File: config.mk
export PLATFORM = sky130hd
export DESIGN_NAME = bit_stream_feeder
export DESIGN_NICKNAME = d
export VERILOG_FILES = /design/src/rtl/bit_stream_feeder_pkg.sv /design/src/rtl/bit_stream_feeder_key_debounce.sv /design/src/rtl/bit_stream_feeder.sv
export SDC_FILE = /design/constraint.sdc
export NUM_CORES = 1
export LEC_CHECK = 0
export CAP_MARGIN = 20
export CORE_MARGIN = 3
export CORE_UTILIZATION = 25
export DETAILED_ROUTE_END_ITERATION = 8
export SKIP_LAST_GASP = 1
export SYNTH_ARGS = -nofsm -noshare
export SYNTH_HDL_FRONTEND = slang
export SYNTH_SLANG_ARGS = --single-unit
File: constraint.sdc
create_clock -name clock -period 2.1 [get_ports clock]
set_clock_uncertainty 0.15 [all_clocks]
set_input_delay 0.42 -clock clock [delete_from_list [all_inputs] [get_ports clock]]
set_output_delay 0.42 -clock clock [all_outputs]
set_load 0.005 [all_outputs]
File: src/rtl/bit_stream_feeder_pkg.sv
// Shared encodings for the bit stream feeder and the lab 5 sequence-detector top.
package bit_stream_feeder_pkg;

    typedef enum logic [1:0] {
        ST_IDLE  = 2'd0,
        ST_ARMED = 2'd1,
        ST_DONE  = 2'd2
    } feeder_state_t;

    localparam int DEFAULT_DEBOUNCE_CYCLES = 500000;

endpackage

File: src/rtl/bit_stream_feeder_key_debounce.sv
// Pushbutton conditioning: 2-FF synchroniser, stability counter, one-cycle press pulse.
module key_debounce
    import bit_stream_feeder_pkg::*;
#(
    parameter int DEBOUNCE_CYCLES = DEFAULT_DEBOUNCE_CYCLES
) (
    input  logic clock,
    input  logic resetn,
    input  logic key_n,
    output logic press_pulse
);

    localparam int CNT_W = (DEBOUNCE_CYCLES > 1) ? $clog2(DEBOUNCE_CYCLES) : 1;

    logic             sync1_q, sync2_q;
    logic             level_q, level_d;
    logic [CNT_W-1:0] cnt_q, cnt_d;
    logic             pulse_q, pulse_d;

    always_comb begin
        level_d = level_q;
        cnt_d   = '0;
        if (sync2_q != level_q) begin
            if (cnt_q == CNT_W'(DEBOUNCE_CYCLES - 1)) begin
                level_d = sync2_q;
            end else begin
                cnt_d = cnt_q + 1'b1;
            end
        end
        // Press is the released-to-pressed edge of the accepted level.
        pulse_d = level_q & ~level_d;
    end

    always_ff @(posedge clock) begin
        if (!resetn) begin
            sync1_q <= 1'b1;
            sync2_q <= 1'b1;
            level_q <= 1'b1;
            cnt_q   <= '0;
            pulse_q <= 1'b0;
        end else begin
            sync1_q <= key_n;
            sync2_q <= sync1_q;
            level_q <= level_d;
            cnt_q   <= cnt_d;
            pulse_q <= pulse_d;
        end
    end

    assign press_pulse = pulse_q;

endmodule

File: src/rtl/bit_stream_feeder.sv
// Captures a switch pattern and emits it LSB first, one bit per debounced button press.
module bit_stream_feeder
    import bit_stream_feeder_pkg::*;
#(
    parameter int WIDTH           = 8,
    parameter int LEN_W           = 4,
    parameter int DEBOUNCE_CYCLES = DEFAULT_DEBOUNCE_CYCLES
) (
    input  logic             clock,
    input  logic             resetn,
    input  logic             load,
    input  logic [WIDTH-1:0] pattern_in,
    input  logic [LEN_W-1:0] length,
    input  logic             step_n,
    output logic             bit_out,
    output logic             bit_valid,
    output logic             busy,
    output logic             done,
    output logic [LEN_W-1:0] bits_left
);

    feeder_state_t    state_q, state_d;
    logic [WIDTH-1:0] shreg_q, shreg_d;
    logic [LEN_W-1:0] bits_left_q, bits_left_d;
    logic             bit_out_q, bit_out_d;
    logic             bit_valid_q, bit_valid_d;
    logic             step_pulse;
    logic [LEN_W-1:0] eff_len;

    key_debounce #(
        .DEBOUNCE_CYCLES(DEBOUNCE_CYCLES)
    ) u_key_debounce (
        .clock      (clock),
        .resetn     (resetn),
        .key_n      (step_n),
        .press_pulse(step_pulse)
    );

    // Zero or oversized lengths mean "the whole register".
    assign eff_len = ((length == '0) || (length > LEN_W'(WIDTH))) ? LEN_W'(WIDTH) : length;

    always_comb begin
        state_d     = state_q;
        shreg_d     = shreg_q;
        bits_left_d = bits_left_q;
        bit_out_d   = bit_out_q;
        bit_valid_d = 1'b0;
        if (load) begin
            shreg_d     = pattern_in;
            bits_left_d = eff_len;
            state_d     = ST_ARMED;
        end else if (state_q == ST_ARMED && step_pulse && bits_left_q != '0) begin
            bit_out_d   = shreg_q[0];
            shreg_d     = shreg_q >> 1;
            bits_left_d = bits_left_q - 1'b1;
            bit_valid_d = 1'b1;
            if (bits_left_q == LEN_W'(1)) begin
                state_d = ST_DONE;
            end
        end
    end

    always_ff @(posedge clock) begin
        if (!resetn) begin
            state_q     <= ST_IDLE;
            shreg_q     <= '0;
            bits_left_q <= '0;
            bit_out_q   <= 1'b0;
            bit_valid_q <= 1'b0;
        end else begin
            state_q     <= state_d;
            shreg_q     <= shreg_d;
            bits_left_q <= bits_left_d;
            bit_out_q   <= bit_out_d;
            bit_valid_q <= bit_valid_d;
        end
    end

    assign bit_out   = bit_out_q;
    assign bit_valid = bit_valid_q;
    assign bits_left = bits_left_q;
    assign busy      = (state_q == ST_ARMED);
    assign done      = (state_q == ST_DONE);

endmodule

Word level (Yosys, flattened, before mapping) --
Index checks and enable logic that the tools add are counted.
Storage, ports and cells: RAM bits 0, memories 0, latch bits 0, input port bits 16, register bits after elaboration 39, ROM bits 0, word-level logic and storage cells 47
Operators by class: $lt $le $gt $ge 1, reduce and logical (&&, ||, !) cells 12, bitwise logic cells 5, multipliers 0, div/mod/pow operators 0, equal/unequal tests 5, shift-type cells 0, $add $sub $neg 2, multiplexer cells 11
Operator list (number):
- $add A19 B1 Y19 const B | 1
- $eq A19 B19 Y1 const B | 1
- $mux W8 | 2
- $mux W4 | 3
- $mux W1 | 6
- $reduce_and A2 Y1 | 3
- $eq A4 B1 Y1 const B | 1
- $gt A4 B4 Y1 const B | 1
- $logic_not A4 Y1 | 1
- $not A1 Y1 | 4
- $reduce_bool A2 Y1 | 2
- $reduce_bool A4 Y1 | 1
- $sub A4 B1 Y4 const B | 1
- $reduce_or A3 Y1 | 1
- $eq A2 B1 Y1 const B | 1
- $eq A2 B2 Y1 const B | 1
- $logic_and A1 B1 Y1 | 2
- $reduce_or A2 Y1 | 1
- $and A1 B1 Y1 | 1
- $logic_or A1 B1 Y1 | 1
- $ne A1 B1 Y1 | 1

Logic depth before layout (Yosys ltp) --
depth in word-level cells 5, gate-level depth with buffers 6, gate-level depth less buffers 5

Cells and area by module --
Synthesis repeated with hierarchy kept, for this count alone.
Second synthesis, totals: cells, all modules 208, area, all modules 1821.7 um2
By module, submodules not included:
- key_debounce | cells an instance 110, times used 1, sequential area each 460.4 um2, area each 1003.5 um2
- bit_stream_feeder | cells an instance 98, times used 1, sequential area each 320.3 um2, area each 818.3 um2

Worst setup path after synthesis --
OpenSTA, ideal clock, no wires.
path kind register to register, start point register u_key_debounce.cnt_q[10], end point register u_key_debounce.cnt_q[16], path buffers 1, setup slack -0.037 ns, stages on the path, launching flop included 6, arrival time 1.873 ns, clock period less this slack 2.137 ns, cells stage by stage dfxtp_1 -> or4b_1 -> or4_4 -> o211ai_4 -> buf_8 -> nor2_1
Between the ends: longest elaborated chain between the ends 2
RTL lines:
- from (decl) | line bit_stream_feeder_key_debounce.sv:17 | logic [CNT_W-1:0] cnt_q, cnt_d;
- from (signal assigned) | line bit_stream_feeder_key_debounce.sv:45 | cnt_q <= cnt_d;
- parallel branches: the longest is 2 deep, another holds $add A19 B1 Y19
Parallel ways; which one is timed is not known. A chain may end at the register's enable or synchronous reset.

Final worst setup path --
start point register u_key_debounce.cnt_q[7], end point register u_key_debounce.cnt_q[13]
The elaborated chain is that of the path after synthesis.

==> impl_metrics.env <==
export IMPL_n_fill_cell=674
export IMPL_final_common_cell="dfxtp_1"
export IMPL_layout_cells_non_filler=309
export IMPL_synth_edf_count=0
export IMPL_critPathRequiredTime_ps=2120
export IMPL_yosys_area_top_type_share_pct=44.99
export IMPL_clock_latency_ps=290
export IMPL_drt_iter0_markers=41
export IMPL_grt_pass1_vias=1401
export IMPL_postLayoutCellArea_sq_um=2295
export IMPL_dp_cells=301
export IMPL_wl_per_cell_um=12.09
export IMPL_clock_sinks=39
export IMPL_fin_nets=250
export IMPL_fp_row_count=29
export IMPL_placed_area_sq_um=2182
export IMPL_vias=1475
export IMPL_die_w_um=89.32
export IMPL_rr_startpoint="u_key_debounce.cnt_q[7]$_SDFF_PP0_"
export IMPL_relSlewSlack_pct=61.91
export IMPL_grt_overflow=0
export IMPL_finalSetupViolCount=1
export IMPL_dieArea_sq_um=7977
export IMPL_endpoint_kind="register"
export IMPL_vdd_drop_max_mv=0.3034
export IMPL_tightest_slew_ps=570.7
export IMPL_yosys_top_cells_area="dfxtp_1 45%, xor2_1 5.0%, a21oi_1 4.6%"
export IMPL_reg2reg_slack_ps=-3
export IMPL_min_path_cells=1
export IMPL_powerDensity_nw_per_um2=655.2
export IMPL_portBuffers=23
export IMPL_areaGrowthSynthToFinish_pct=32.23
export IMPL_finalCriticalPeriod_ps=2103
export IMPL_layout_setup_ws_ps=-2.962
export IMPL_ys_warn_count=0
export IMPL_syn_nets=209
export IMPL_finalCritPeriodShare_pct=100.1
export IMPL_routed_wl_mm=3.737
export IMPL_p_leak_uw=0.0008038
export IMPL_netlist_instances=190
export IMPL_drc=0
export IMPL_cts_buffer_depth=2
export IMPL_hold_violations=0
export IMPL_status="complete, but fails checks"
export IMPL_critPathLaunchType="register"
export IMPL_whs_ps=264.1
export IMPL_grt_first_pass_wirelength_mm=6.375
export IMPL_worstPathMaxFanout=19
export IMPL_synth_seq_cells=39
export IMPL_gp_congestion=0.7754
export IMPL_cts_tree="built"
export IMPL_core_sq_um=6531
export IMPL_dp_hpwl_mm=2.699
export IMPL_antenna_found_initial=0
export IMPL_holdCritStartpoint="u_key_debounce.sync1_q$_SDFF_PN1_"
export IMPL_numCtsBuffers=5
export IMPL_path_class="register to register"
export IMPL_n_antenna_cell=0
export IMPL_slew_violations=0
export IMPL_timing_fmax_mhz=475.5
export IMPL_mostFrequentLayoutCells="35 x dfxtp_1, 23 x clkdlybuf4s50_1, 19 x nor2_1, 16 x a21oi_1, 15 x buf_4"
export IMPL_track_usage_pct=10.13
export IMPL_syn_avg_cell_area_sq_um=9.134
export IMPL_synth_flop_cell="dfxtp_1"
export IMPL_rsz0062_at_grt="yes"
export IMPL_ios=24
export IMPL_cp_arrival_ps=2120
export IMPL_cts_clk_slew_worst_paths_ps=80
export IMPL_hold_path_class="register to register"
export IMPL_max_cap_viol_count=0
export IMPL_rr_worst_depth=5
export IMPL_violations="negative setup slack"
export IMPL_rr_endpoint="u_key_debounce.cnt_q[13]$_SDFF_PP0_"
export IMPL_grt_max_degree=24
export IMPL_vias_per_cell=4.773
export IMPL_ys_seq_area_share_pct=44.99
export IMPL_die_h_um=89.32
export IMPL_holdPathEnd="u_key_debounce.sync2_q$_SDFF_PN1_"
export IMPL_ant_nets=0
export IMPL_cts_max_level=2
export IMPL_ys_types=38
export IMPL_cts_root_buffer_cell="clkbuf_8"
export IMPL_drive_above_1_share_pct=15.09
export IMPL_tns_ps=-2.962
export IMPL_netlist_top_cell_by_area="dfxtp_1"
export IMPL_synth_async_reset_ratio_pct=0
export IMPL_first_pass_iters=4
export IMPL_netlist_area_sq_um=1735
export IMPL_initial_core_util_pct=26.57
-- Yosys cell counts (all sizes together), types with 3 or more instances --
cell    count
a21oi      16
o31ai       3
and4        5
xor2       10
nor4        4
nand2      11
o21ai      11
nand3       7
nor2       19
ha          3
nor3        4
inv         7
mux2i       7
nand4       8
a211oi      3
clkbuf      4
xnor2       5
or4         3
dfxtp      39
-- critical path: stages (launching register included) --
cell and delay [ps]:
dfxtp_2 330, or4b_1 520, or4_4 570, o211ai_4 190
buf_12 180, a21oi_1 50
-- metal layers --
metal	vias up	share of wire, %	GRT usage (%)
li1	770	-	-
met1	666	48	13.03
met2	34	45	16.14
met3	5	6.2	3.226
met4	0	0.99	3.248
met5	-	0	0
-- state kept, by name, summed over array words and instances, names as in the netlist --
signal,count
bit_out,1
bit_valid,1
bits_left,4
shreg_q,8
state_q,2
u_key_debounce.cnt_q,19
u_key_debounce.level_q,1
u_key_debounce.press_pulse,1
u_key_debounce.sync1_q,1
u_key_debounce.sync2_q,1
-- cell families (layout without fill, tap and decap cells) --
kind of cell    Yosys count  after routing  share of synthesized area (%)
mux                       8              8                          4.686
fa+ha+maj                 3              3                          2.163
compound gates           40             40                          14.13
flops                    39             39                          44.99
xor+xnor                 15             15                          7.570
simple gates             72             72                          22.78
buf+inv                  13             55                          3.677
-- what timing repair did --
action | 4_1_cts | 5_1_grt
buffers inserted | 0 | 0
endpoints found under the setup margin | 8 | 21
hold buffers | 0 | 0
gates resized for setup | 1 | 0
-- how the worst max path moves through the flow --
stage / start / depth (start not counted) / endpoint / slack [ps]
after floorplan: u_key_debounce.cnt_q[7]$_SDFF_PP0_ / 5 / u_key_debounce.cnt_q[8]$_SDFF_PP0_ / -30
final: u_key_debounce.cnt_q[7]$_SDFF_PP0_ / 5 / u_key_debounce.cnt_q[13]$_SDFF_PP0_ / -3
after global routing: u_key_debounce.cnt_q[7]$_SDFF_PP0_ / 5 / u_key_debounce.cnt_q[13]$_SDFF_PP0_ / -80
after global placement: u_key_debounce.cnt_q[7]$_SDFF_PP0_ / 5 / u_key_debounce.level_q$_SDFF_PN1_ / 10
after CTS: u_key_debounce.cnt_q[7]$_SDFF_PP0_ / 5 / u_key_debounce.cnt_q[13]$_SDFF_PP0_ / -20
after detailed placement: u_key_debounce.cnt_q[7]$_SDFF_PP0_ / 5 / u_key_debounce.level_q$_SDFF_PN1_ / -30
-- area by class of cell --
| class | instances | area, sq um | area share [%] |
|---|---|---|---|
| multi-input combinational | 138 | 890.9 | 38.82 |
| tap | 77 | 96.34 | 4.198 |
| clock inverter | 3 | 43.79 | 1.908 |
| timing repair buffer | 40 | 382.9 | 16.68 |
| inverter | 7 | 26.28 | 1.145 |
| sequential | 39 | 785.8 | 34.24 |
| clock buffer | 5 | 68.82 | 2.999 |
-- per-stage QoR --
stage	power (uW)	worst slack (ps)	utilization, %
2_1_floorplan	834.8	-30.64	-
3_3_place_gp	896.1	10.13	33.41
3_5_place_dp	896.9	-33.22	33.41
4_1_cts	1529	-22.05	35.13
5_1_grt	1571	-75.97	35.13
6_report	1504	-2.962	35.13
-- report_power, final --
part	switching [uW]	leakage [uW]	internal, uW
clock	271	0.0000581	354
sequential	11.8	0.000320	758
combinational	47.7	0.000426	61.4
total	331	0.000804	1170
Note: power is estimated with default switching activity, not from simulation.
